**src/rtl/if_fetch_ctrl.sv**
```systemverilog
// Instruction-fetch controller: drives a single-outstanding instruction memory
// request, fills the IF/ID pipeline register, and handles stall, freeze and
// branch redirects (including draining a request that was in flight at the redirect).
module if_fetch_ctrl #(
    parameter logic [31:0] RESET_PC = 32'h0000_0000
) (
    input  logic        clk,
    input  logic        rst_n,
    input  logic        Stall,
    input  logic        Freeze,
    input  logic        Br_Taken,
    input  logic [31:0] Br_Addr,
    output logic        Imem_Req,
    output logic [31:0] Imem_Addr,
    input  logic        Imem_Ack,
    input  logic [31:0] Imem_Data,
    output logic        IF_Valid,
    output logic [31:0] IF_Instr,
    output logic [31:0] IF_PC
);

    typedef enum logic [1:0] {StIdle, StFetch, StHold, StDrain} state_e;

    state_e      state_q;
    logic [31:0] pc_q;
    logic [31:0] buf_q;        // instruction returned while the pipe was not advancing
    logic [31:0] drain_addr_q; // address of a squashed request still awaiting its ack
    logic        req_q;
    logic        valid_q;
    logic [31:0] instr_q;
    logic [31:0] if_pc_q;

    logic        adv;
    logic        br;
    logic [31:0] pc_plus4;

    assign adv      = ~Stall & ~Freeze;
    assign br       = Br_Taken & ~Freeze;
    assign pc_plus4 = pc_q + 32'd4;

    // Fetch FSM with PC, IF/ID, hold buffer and drain address as registered state
    always_ff @(posedge clk or negedge rst_n) begin
        if (!rst_n) begin
            state_q      <= StIdle;
            pc_q         <= RESET_PC;
            buf_q        <= 32'h0;
            drain_addr_q <= 32'h0;
            req_q        <= 1'b0;
            valid_q      <= 1'b0;
            instr_q      <= 32'h0;
            if_pc_q      <= 32'h0;
        end else begin
            case (state_q)
                StIdle: begin
                    state_q <= StFetch;
                    req_q   <= 1'b1;
                    if (br) begin
                        pc_q    <= Br_Addr;
                        valid_q <= 1'b0;
                    end
                end
                StFetch: begin
                    if (br) begin
                        pc_q    <= Br_Addr;
                        valid_q <= 1'b0;
                        // Request still outstanding: wait out its ack at the old address
                        if (!Imem_Ack) begin
                            drain_addr_q <= pc_q;
                            state_q      <= StDrain;
                        end
                    end else if (Imem_Ack) begin
                        if (adv) begin
                            instr_q <= Imem_Data;
                            if_pc_q <= pc_plus4;
                            valid_q <= 1'b1;
                            pc_q    <= pc_plus4;
                        end else begin
                            buf_q   <= Imem_Data;
                            state_q <= StHold;
                            req_q   <= 1'b0;
                        end
                    end else if (adv) begin
                        valid_q <= 1'b0;
                    end
                end
                StHold: begin
                    if (br) begin
                        pc_q    <= Br_Addr;
                        valid_q <= 1'b0;
                        state_q <= StFetch;
                        req_q   <= 1'b1;
                    end else if (adv) begin
                        instr_q <= buf_q;
                        if_pc_q <= pc_plus4;
                        valid_q <= 1'b1;
                        pc_q    <= pc_plus4;
                        state_q <= StFetch;
                        req_q   <= 1'b1;
                    end
                end
                StDrain: begin
                    // Latest redirect target wins; returned data is dropped
                    if (br) begin
                        pc_q    <= Br_Addr;
                        valid_q <= 1'b0;
                    end
                    if (Imem_Ack) begin
                        state_q <= StFetch;
                    end
                end
                default: begin
                    state_q <= StIdle;
                    req_q   <= 1'b0;
                end
            endcase
        end
    end

    // Fetch address: the in-flight address while draining, otherwise the PC
    always_comb begin
        Imem_Addr = pc_q;
        if (state_q == StDrain) begin
            Imem_Addr = drain_addr_q;
        end
    end

    assign Imem_Req = req_q;
    assign IF_Valid = valid_q;
    assign IF_Instr = instr_q;
    assign IF_PC    = if_pc_q;

endmodule

```
**config.mk**
```make
export PLATFORM = sky130hd
export DESIGN_NAME = if_fetch_ctrl
export DESIGN_NICKNAME = d
export VERILOG_FILES = /design/src/rtl/if_fetch_ctrl.sv
export SDC_FILE = /design/constraint.sdc
export NUM_CORES = 1
export LEC_CHECK = 0
export ABC_AREA = 0
export CORE_ASPECT_RATIO = 0.7
export CORE_MARGIN = 2
export CORE_UTILIZATION = 56
export CTS_CLUSTER_SIZE = 8
export DETAILED_ROUTE_END_ITERATION = 10
export PLACE_DENSITY = 0.87
export SLEW_MARGIN = 20
export SYNTH_ARGS = -nofsm -noshare
export SYNTH_HDL_FRONTEND = slang
export SYNTH_SLANG_ARGS = --single-unit
export TNS_END_PERCENT = 10
```
**constraint.sdc**
```tcl
create_clock -name clk -period 4.95 [get_ports clk]
set_input_delay 0.99 -clock clk [delete_from_list [all_inputs] [get_ports clk]]
set_output_delay 0.99 -clock clk [all_outputs]
set_load 0.02 [all_outputs]
```
# After elaboration in Yosys (flattened, before gate mapping)

Cells that the tools add are included.
W data, S select, Z words.

Reduce and logical (&&, ||, !) cells: 12
Equality and inequality tests: 16
Add/sub/neg operators: 1
Mux-type cells: 39
Bitwise operators: 7

Operator list:

| kind                    | number |
|---|---|
| $mux W32                | 15 |
| $pmux W32 S2            | 2 |
| $pmux W32 S3            | 1 |
| $add A32 B3 Y32 const B | 1 |
| $mux W2                 | 7 |
| $ne A2 B2 Y1 const B    | 7 |
| $ne A3 B3 Y1 const B    | 4 |
| $mux W1                 | 11 |
| $reduce_and A5 Y1       | 2 |
| $pmux W2 S4             | 1 |
| $reduce_and A4 Y1       | 2 |
| $pmux W1 S3             | 2 |
| $reduce_and A6 Y1       | 1 |
| $not A1 Y1              | 5 |
| $eq A2 B2 Y1 const B    | 2 |
| $ne A4 B4 Y1 const B    | 1 |
| $reduce_and A2 Y1       | 2 |
| $reduce_and A3 Y1       | 1 |
| $reduce_bool A3 Y1      | 1 |
| $and A1 B1 Y1           | 2 |
| $eq A2 B1 Y1 const B    | 1 |
| $logic_not A2 Y1        | 1 |
| $ne A2 B1 Y1 const B    | 1 |
| $reduce_bool A2 Y1      | 1 |
| $reduce_or A2 Y1        | 1 |

Register bits after elaboration: 164
Bits of input ports: 70
Word-level logic and storage cells: 83

# Logic depth before layout (Yosys ltp)

Gate-level depths: netlist of run 1.

Word-level depth: 6
Mapped depth: 9

# Worst setup path after synthesis of run 1

OpenSTA, ideal clock, no wires.

Path type: register to output
Start: register state_q[0]
End: output port Imem_Addr[10]
Data arrival time: 1.535 ns
Slack: 2.425 ns
Buffers on the path: 2
Cell stages (with the launch flop): 5
Cells stage by stage: dfrtp_1 -> ha_1 -> clkbuf_1 -> clkbuf_1 -> mux2_2

Longest elaborated chain between the ends: 2

Ends and longest elaborated chain:

| item                     | line | text |
|---|---|---|
| start: declaration       | 24   | `state_e state_q;` |
| start signal: assignment | 44   | `state_q <= StIdle;` |
| start signal: assignment | 55   | `state_q <= StFetch;` |
| start signal: assignment | 69   | `state_q <= StDrain;` |
| $eq A2 B2 Y1             | 122  | `if (state_q == StDrain) begin` |
| $mux W32                 | 122  |  |
| end: declaration         | 14   | `output logic [31:0] Imem_Addr,` |

No other way between the ends.

# Final worst setup path of run 1

Start: register state_q[1]
End: output port Imem_Addr[10]

The elaborated chain is that of the path after synthesis.

==> metrics.cfg, run 1 <==
[cts]
cts_tree=built
root_buffer=clkbuf_16
clock_latency_ps=430
numCtsBuffers=17
cts.htree.levels=4
clk_pin_slew_worst_paths_ps=60
hold_buffers=0
cts_buffer_depth=2
cts_setup_buffers=0
post_cts_resized=0
clock-sinks=164

[layout]
num_antenna_cells=0
areaGrowthSynthToFinish_pct=30.3
drive_above_1_share=0.144
instances_no_fill=1077
fill_cells=896
fin_nets=950

[min_path]
min_to=buf_q[30]$_DFFE_PN0P_
hp-class=register to register
min_from=buf_q[30]$_DFFE_PN0P_
hold_depth=1

[setup_path]
crit_type=register to output port
crit-reg2reg-launch=pc_q[4]$_DFFE_PN0P_
critPathMaxStageDelay_ps=580
startpoint_type=register
path_cells=ha_1, buf_4, mux2_2, clkdlybuf4s50_1
cp-end-kind=output port
critical_path.slowest_cell=ha_1
critPathRequiredTime_ps=3960
critPathArrivalTime_ps=2870
reg2regPathDepth=5
worstReg2RegEnd=pc_q[29]$_DFFE_PN0P_
r2r_setup_slack_ps=2350
critPathMaxFanout=23
worst_path_dominant_cell_family=buffers and inverters
worst-path-buf-inv=2

[pwr]
p_per_area_nw_per_um2=687
fin_total_pwr_w=0.00716
ir_drop_mv=0.403
total_leakage_power_nw=4.20

[synthesis]
syn-mean-instance-area_sq_um=10.9
synth_edf_count=0
synthesis.nets=810
yosysSeqAreaShare=0.513
syn_area_sq_um=8000
synth-seq-cells=164
yosysUniqueCellTypes=52
synth_ff_type=dfrtp_1
async_flop_share=1.00
yosysWarnings=0
syn-instance-count=735

[floorplan]
initial_core_util=0.575
die_h_microns=104
num_rows=36
coreArea_sq_um=13900
ios=168
die-width_microns=147
fp.dieArea_sq_um=15300

[detailed_routing]
drt-initial-drc-count=527
dr.pass1.iters=5
via_per_inst=5.86
drt-total-wl_mm=20.2
postRouteAntennaNets=0
num_vias=6312
drcViolationCount=0
drt-wirelength-per-cell_microns=18.7

[placed_design]
dpl.hpwl_mm=13.6
port_buffers=167
dp_cells=1046
gp_congestion=0.863

[global_route]
antenna_found_initial=0
grt.met1_usage=0.385
grtUsageMet3=0.0754
grt_remaining_overflow=0
grt_pass1_wl_mm=32.4
grt_max_degree=100
grt_usage=0.270
first_global_vias=6264
met2_usage=0.402
top_usage_layer=met2

[timing]
tightest_slew_ps=1190
setup_viol=0
rsz0062_at_grt=no
setup-tns-final_ps=0
period_share=0.781
hold_violations=0
slew-limit-headroom=0.204
slew_viol_final=0
max_freq_mhz=259
min_period_ps=3860
fin_skew_ps=9.49

[run]
drv_cap=0

[run_status]
status=finished clean

## cell families (layout without fill, tap and decap cells)
kind of cell,after synthesis,after routing,share of synthesized area
buf+inv,61,213,0.0343
xor+xnor,35,35,0.0383
mux,135,135,0.185
compound gates,128,128,0.0920
flops,164,164,0.513
simple gates,207,207,0.130
fa+ha+maj,5,5,0.00782
## worst max path at each step
| stage | slack (ps) | start | cells after the start | end |
|---|---|---|---|---|
| after floorplan | 2420 | state_q[0]$_DFFE_PN0P_ | 4 | Imem_Addr[10] |
| after global placement | 1620 | Freeze | 4 | drain_addr_q[1]$_DFFE_PN0P_ |
| after detailed placement | 1520 | Freeze | 4 | drain_addr_q[24]$_DFFE_PN0P_ |
| after CTS | 1160 | state_q[1]$_DFFE_PN0P_ | 4 | Imem_Addr[10] |
| after global routing | 990 | state_q[1]$_DFFE_PN0P_ | 4 | Imem_Addr[3] |
| final | 1090 | state_q[1]$_DFFE_PN0P_ | 4 | Imem_Addr[10] |
## power by group
group / switching [W] / internal, W
Sequential: 0.000490 / 0.00196
Clock: 0.000519 / 0.000932
Combinational: 0.00166 / 0.00160
## flip-flops by register name, indices dropped and copies added, names as in the netlist
| register | flops |
|---|---|
| IF_Instr | 32 |
| buf_q | 32 |
| Imem_Req | 1 |
| IF_Valid | 1 |
| state_q | 2 |
| drain_addr_q | 32 |
| IF_PC | 32 |
| pc_q | 32 |
## Yosys cell counts, drive strengths merged (8+ instances only)
master	n	area share
a21oi	76	0.048
xor2	27	0.030
mux2	101	0.14
o22ai	9	0.0070
dfrtp	164	0.51
and3	11	0.0092
nand3	22	0.015
nand4	16	0.013
nand2	44	0.021
a2bb2oi	8	0.0088
mux2i	34	0.043
xnor2	8	0.0088
buf	34	0.021
o21ai	18	0.011
nor2	83	0.039
clkbuf	22	0.010
## layout by cell type, fill, tap and decap left out, drive strengths merged, types with 5 or more instances in the layout
cell             n
nand3           22
and3            11
inv              6
nor2            83
nand4           16
xor2            27
a2bb2oi          8
buf             11
ha               5
dfrtp          164
clkbuf          22
mux2i           34
o22ai            9
bufinv           5
mux2           101
clkdlybuf4s50  166
o21ai           18
xnor2            8
nor3             5
nand2           44
a21oi           76
## cell type report
cell class	count	area, sq um	share of cell area
sequential	164	4100	0.394
multi-input combinational	510	3660	0.351
timing repair buffer	177	1760	0.169
clock buffer	22	474	0.0455
tap	190	238	0.0228
clock inverter	9	174	0.0167
inverter	5	18.8	0.00180
## through the flow
step / util / hold WS, ps / instance area, sq um / setup WS, ps
2_1_floorplan: - / 464 / 8000 / 2420
3_3_place_gp: 0.701 / 473 / 9760 / 1620
3_5_place_dp: 0.701 / 485 / 9760 / 1520
4_1_cts: 0.748 / 498 / 10400 / 1160
5_1_grt: 0.749 / 504 / 10400 / 992
6_report: 0.749 / 493 / 10400 / 1090
## metal layers
layer  up-vias  wire length [microns]
met2       302                   9170
met4         0                    299
li1       2864                      -
met5         -                      0
met3        23                   2000
met1      3123                   8730
(Power assumes the default switching activity.)
==> inputs of run 2 (changes only) <==
--- a/config.mk
+++ b/config.mk
@@ -8,10 +8,10 @@
 export ABC_AREA = 0
 export CORE_ASPECT_RATIO = 0.7
 export CORE_MARGIN = 2
-export CORE_UTILIZATION = 56
+export CORE_UTILIZATION = 47
 export CTS_CLUSTER_SIZE = 8
 export DETAILED_ROUTE_END_ITERATION = 10
-export PLACE_DENSITY = 0.87
+export PLACE_DENSITY = 0.77
 export SLEW_MARGIN = 20
 export SYNTH_ARGS = -nofsm -noshare
 export SYNTH_HDL_FRONTEND = slang
==> constraint.sdc (replaced) <==
create_clock -name clk -period 3.53 [get_ports clk]
set_input_delay 0.706 -clock clk [delete_from_list [all_inputs] [get_ports clk]]
set_output_delay 0.706 -clock clk [all_outputs]
set_load 0.02 [all_outputs]
==> metrics.cfg, run 2 (synthesis gave the netlist of run 1 again) <==
[floorplan]
num_rows=39
die_h_microns=113
fp.dieArea_sq_um=18100
coreArea_sq_um=16500
die-width_microns=160
initial_core_util=0.485
ios=168

[placed_design]
dpl.hpwl_mm=13.7
gp_congestion=0.852
port_buffers=167
dp_cells=1087

[setup_path]
r2r_setup_slack_ps=1150
reg2regPathDepth=7
cp-end-kind=output port
critPathArrivalTime_ps=2360
worstReg2RegEnd=pc_q[30]$_DFFE_PN0P_
critPathMaxFanout=22
critPathRequiredTime_ps=2820
crit-reg2reg-launch=pc_q[2]$_DFFE_PN0P_
worstSetupEndpoint=Imem_Addr[5]
startpoint_type=register
crit_path_start=state_q[1]$_DFFE_PN0P_
crit_type=register to output port

[timing]
fin_skew_ps=7.52
slew-limit-headroom=0.438
period_share=0.868
hold_violations=0
min_period_ps=3060
max_freq_mhz=326
tightest_slew_ps=843
setup_viol=0
setup-tns-final_ps=0
rsz0062_at_grt=no
slew_viol_final=0

[layout]
fill_cells=1344
areaGrowthSynthToFinish_pct=31.8
instances_no_fill=1119
fin_nets=956
drive_above_1_share=0.152
layout_commonest_cell=clkdlybuf4s50_1
ff_latch_area_sq_um=4100
mostFrequentLayoutCells=clkdlybuf4s50_1 (166), dfrtp_1 (164), nor2_1 (81)
multi_input_area_sq_um=3640
num_antenna_cells=0

[pwr]
total_leakage_power_nw=4.23
ir_drop_mv=0.527
fin_total_pwr_w=0.00990
p_per_area_nw_per_um2=939

[global_route]
grt_max_degree=90
antenna_found_initial=0
first_global_vias=6010
grt_remaining_overflow=0
grt_pass1_wl_mm=32.0
grt_usage=0.224

[cts]
cts_setup_buffers=0
clock-sinks=164
post_cts_resized=0
clock_latency_ps=420
root_buffer=clkbuf_16
cts.htree.levels=4
cts_tree=built
cts_buffer_depth=2
numCtsBuffers=17
hold_buffers=0
clk_pin_slew_worst_paths_ps=60

[detailed_routing]
num_vias=6105
drcViolationCount=0
via_per_inst=5.46
drt-wirelength-per-cell_microns=17.7
postRouteAntennaNets=0
drt-initial-drc-count=396
dr.pass1.iters=5
drt-total-wl_mm=19.8

[run]
drv_cap=0

[min_path]
hp-class=input port to asynchronous set/reset pin

[run_status]
status=finished clean

## run 2: per-stage QoR
| step | hold slack (ps) | utilization | area [sq um] | worst slack, ps |
|---|---|---|---|---|
| after floorplan | 410 | - | 8000 | 1290 |
| after global placement | 473 | 0.600 | 9890 | 500 |
| after detailed placement | 481 | 0.600 | 9890 | 439 |
| after CTS | 389 | 0.639 | 10500 | 453 |
| after global routing | 420 | 0.639 | 10500 | 400 |
| final | 356 | 0.639 | 10500 | 466 |
## run 2: area by class of cell
cell class                      instances  area share
Clock inverter                         10      0.0160
Timing Repair Buffer                  183       0.175
Inverter                                5     0.00178
Clock buffer                           22      0.0459
Multi-Input combinational cell        510       0.345
Tap cell                              225      0.0267
Sequential cell                       164       0.389
## run 2: worst min-delay path by stage
stage / startpoint / to / slack [ps] / cells past startpoint
after detailed placement: buf_q[21]$_DFFE_PN0P_ / buf_q[21]$_DFFE_PN0P_ / 480 / 1
after floorplan: rst_n / IF_Instr[0]$_DFFE_PN0P_ / 410 / 0
final: rst_n / IF_PC[16]$_DFFE_PN0P_ / 360 / 1
after global routing: rst_n / IF_PC[16]$_DFFE_PN0P_ / 420 / 1
after global placement: buf_q[18]$_DFFE_PN0P_ / buf_q[18]$_DFFE_PN0P_ / 470 / 1
after CTS: rst_n / IF_PC[16]$_DFFE_PN0P_ / 390 / 1
## run 2: where the power goes
part | switching, W | total, W | internal (W)
Sequential | 0.000671 | 0.00342 | 0.00275
Clock | 0.000758 | 0.00202 | 0.00127
Combinational | 0.00223 | 0.00446 | 0.00222
Total | 0.00366 | 0.00990 | 0.00624
## run 2: layer usage
| metal | GRT usage | up-vias | wire length (microns) | share of wire |
|---|---|---|---|---|
| li1 | - | 2892 | - | - |
| met1 | 0.329 | 2996 | 9590 | 0.49 |
| met2 | 0.326 | 199 | 8470 | 0.43 |
| met3 | 0.0649 | 18 | 1500 | 0.076 |
| met4 | 0.0547 | 0 | 198 | 0.010 |
| met5 | 0 | - | 0 | 0 |
## run 2: critical path: stages, from the launching register on
cell	delay [ps]
dfrtp_1	420
ha_1	210
buf_4	340
mux2_2	420
clkdlybuf4s50_1	540
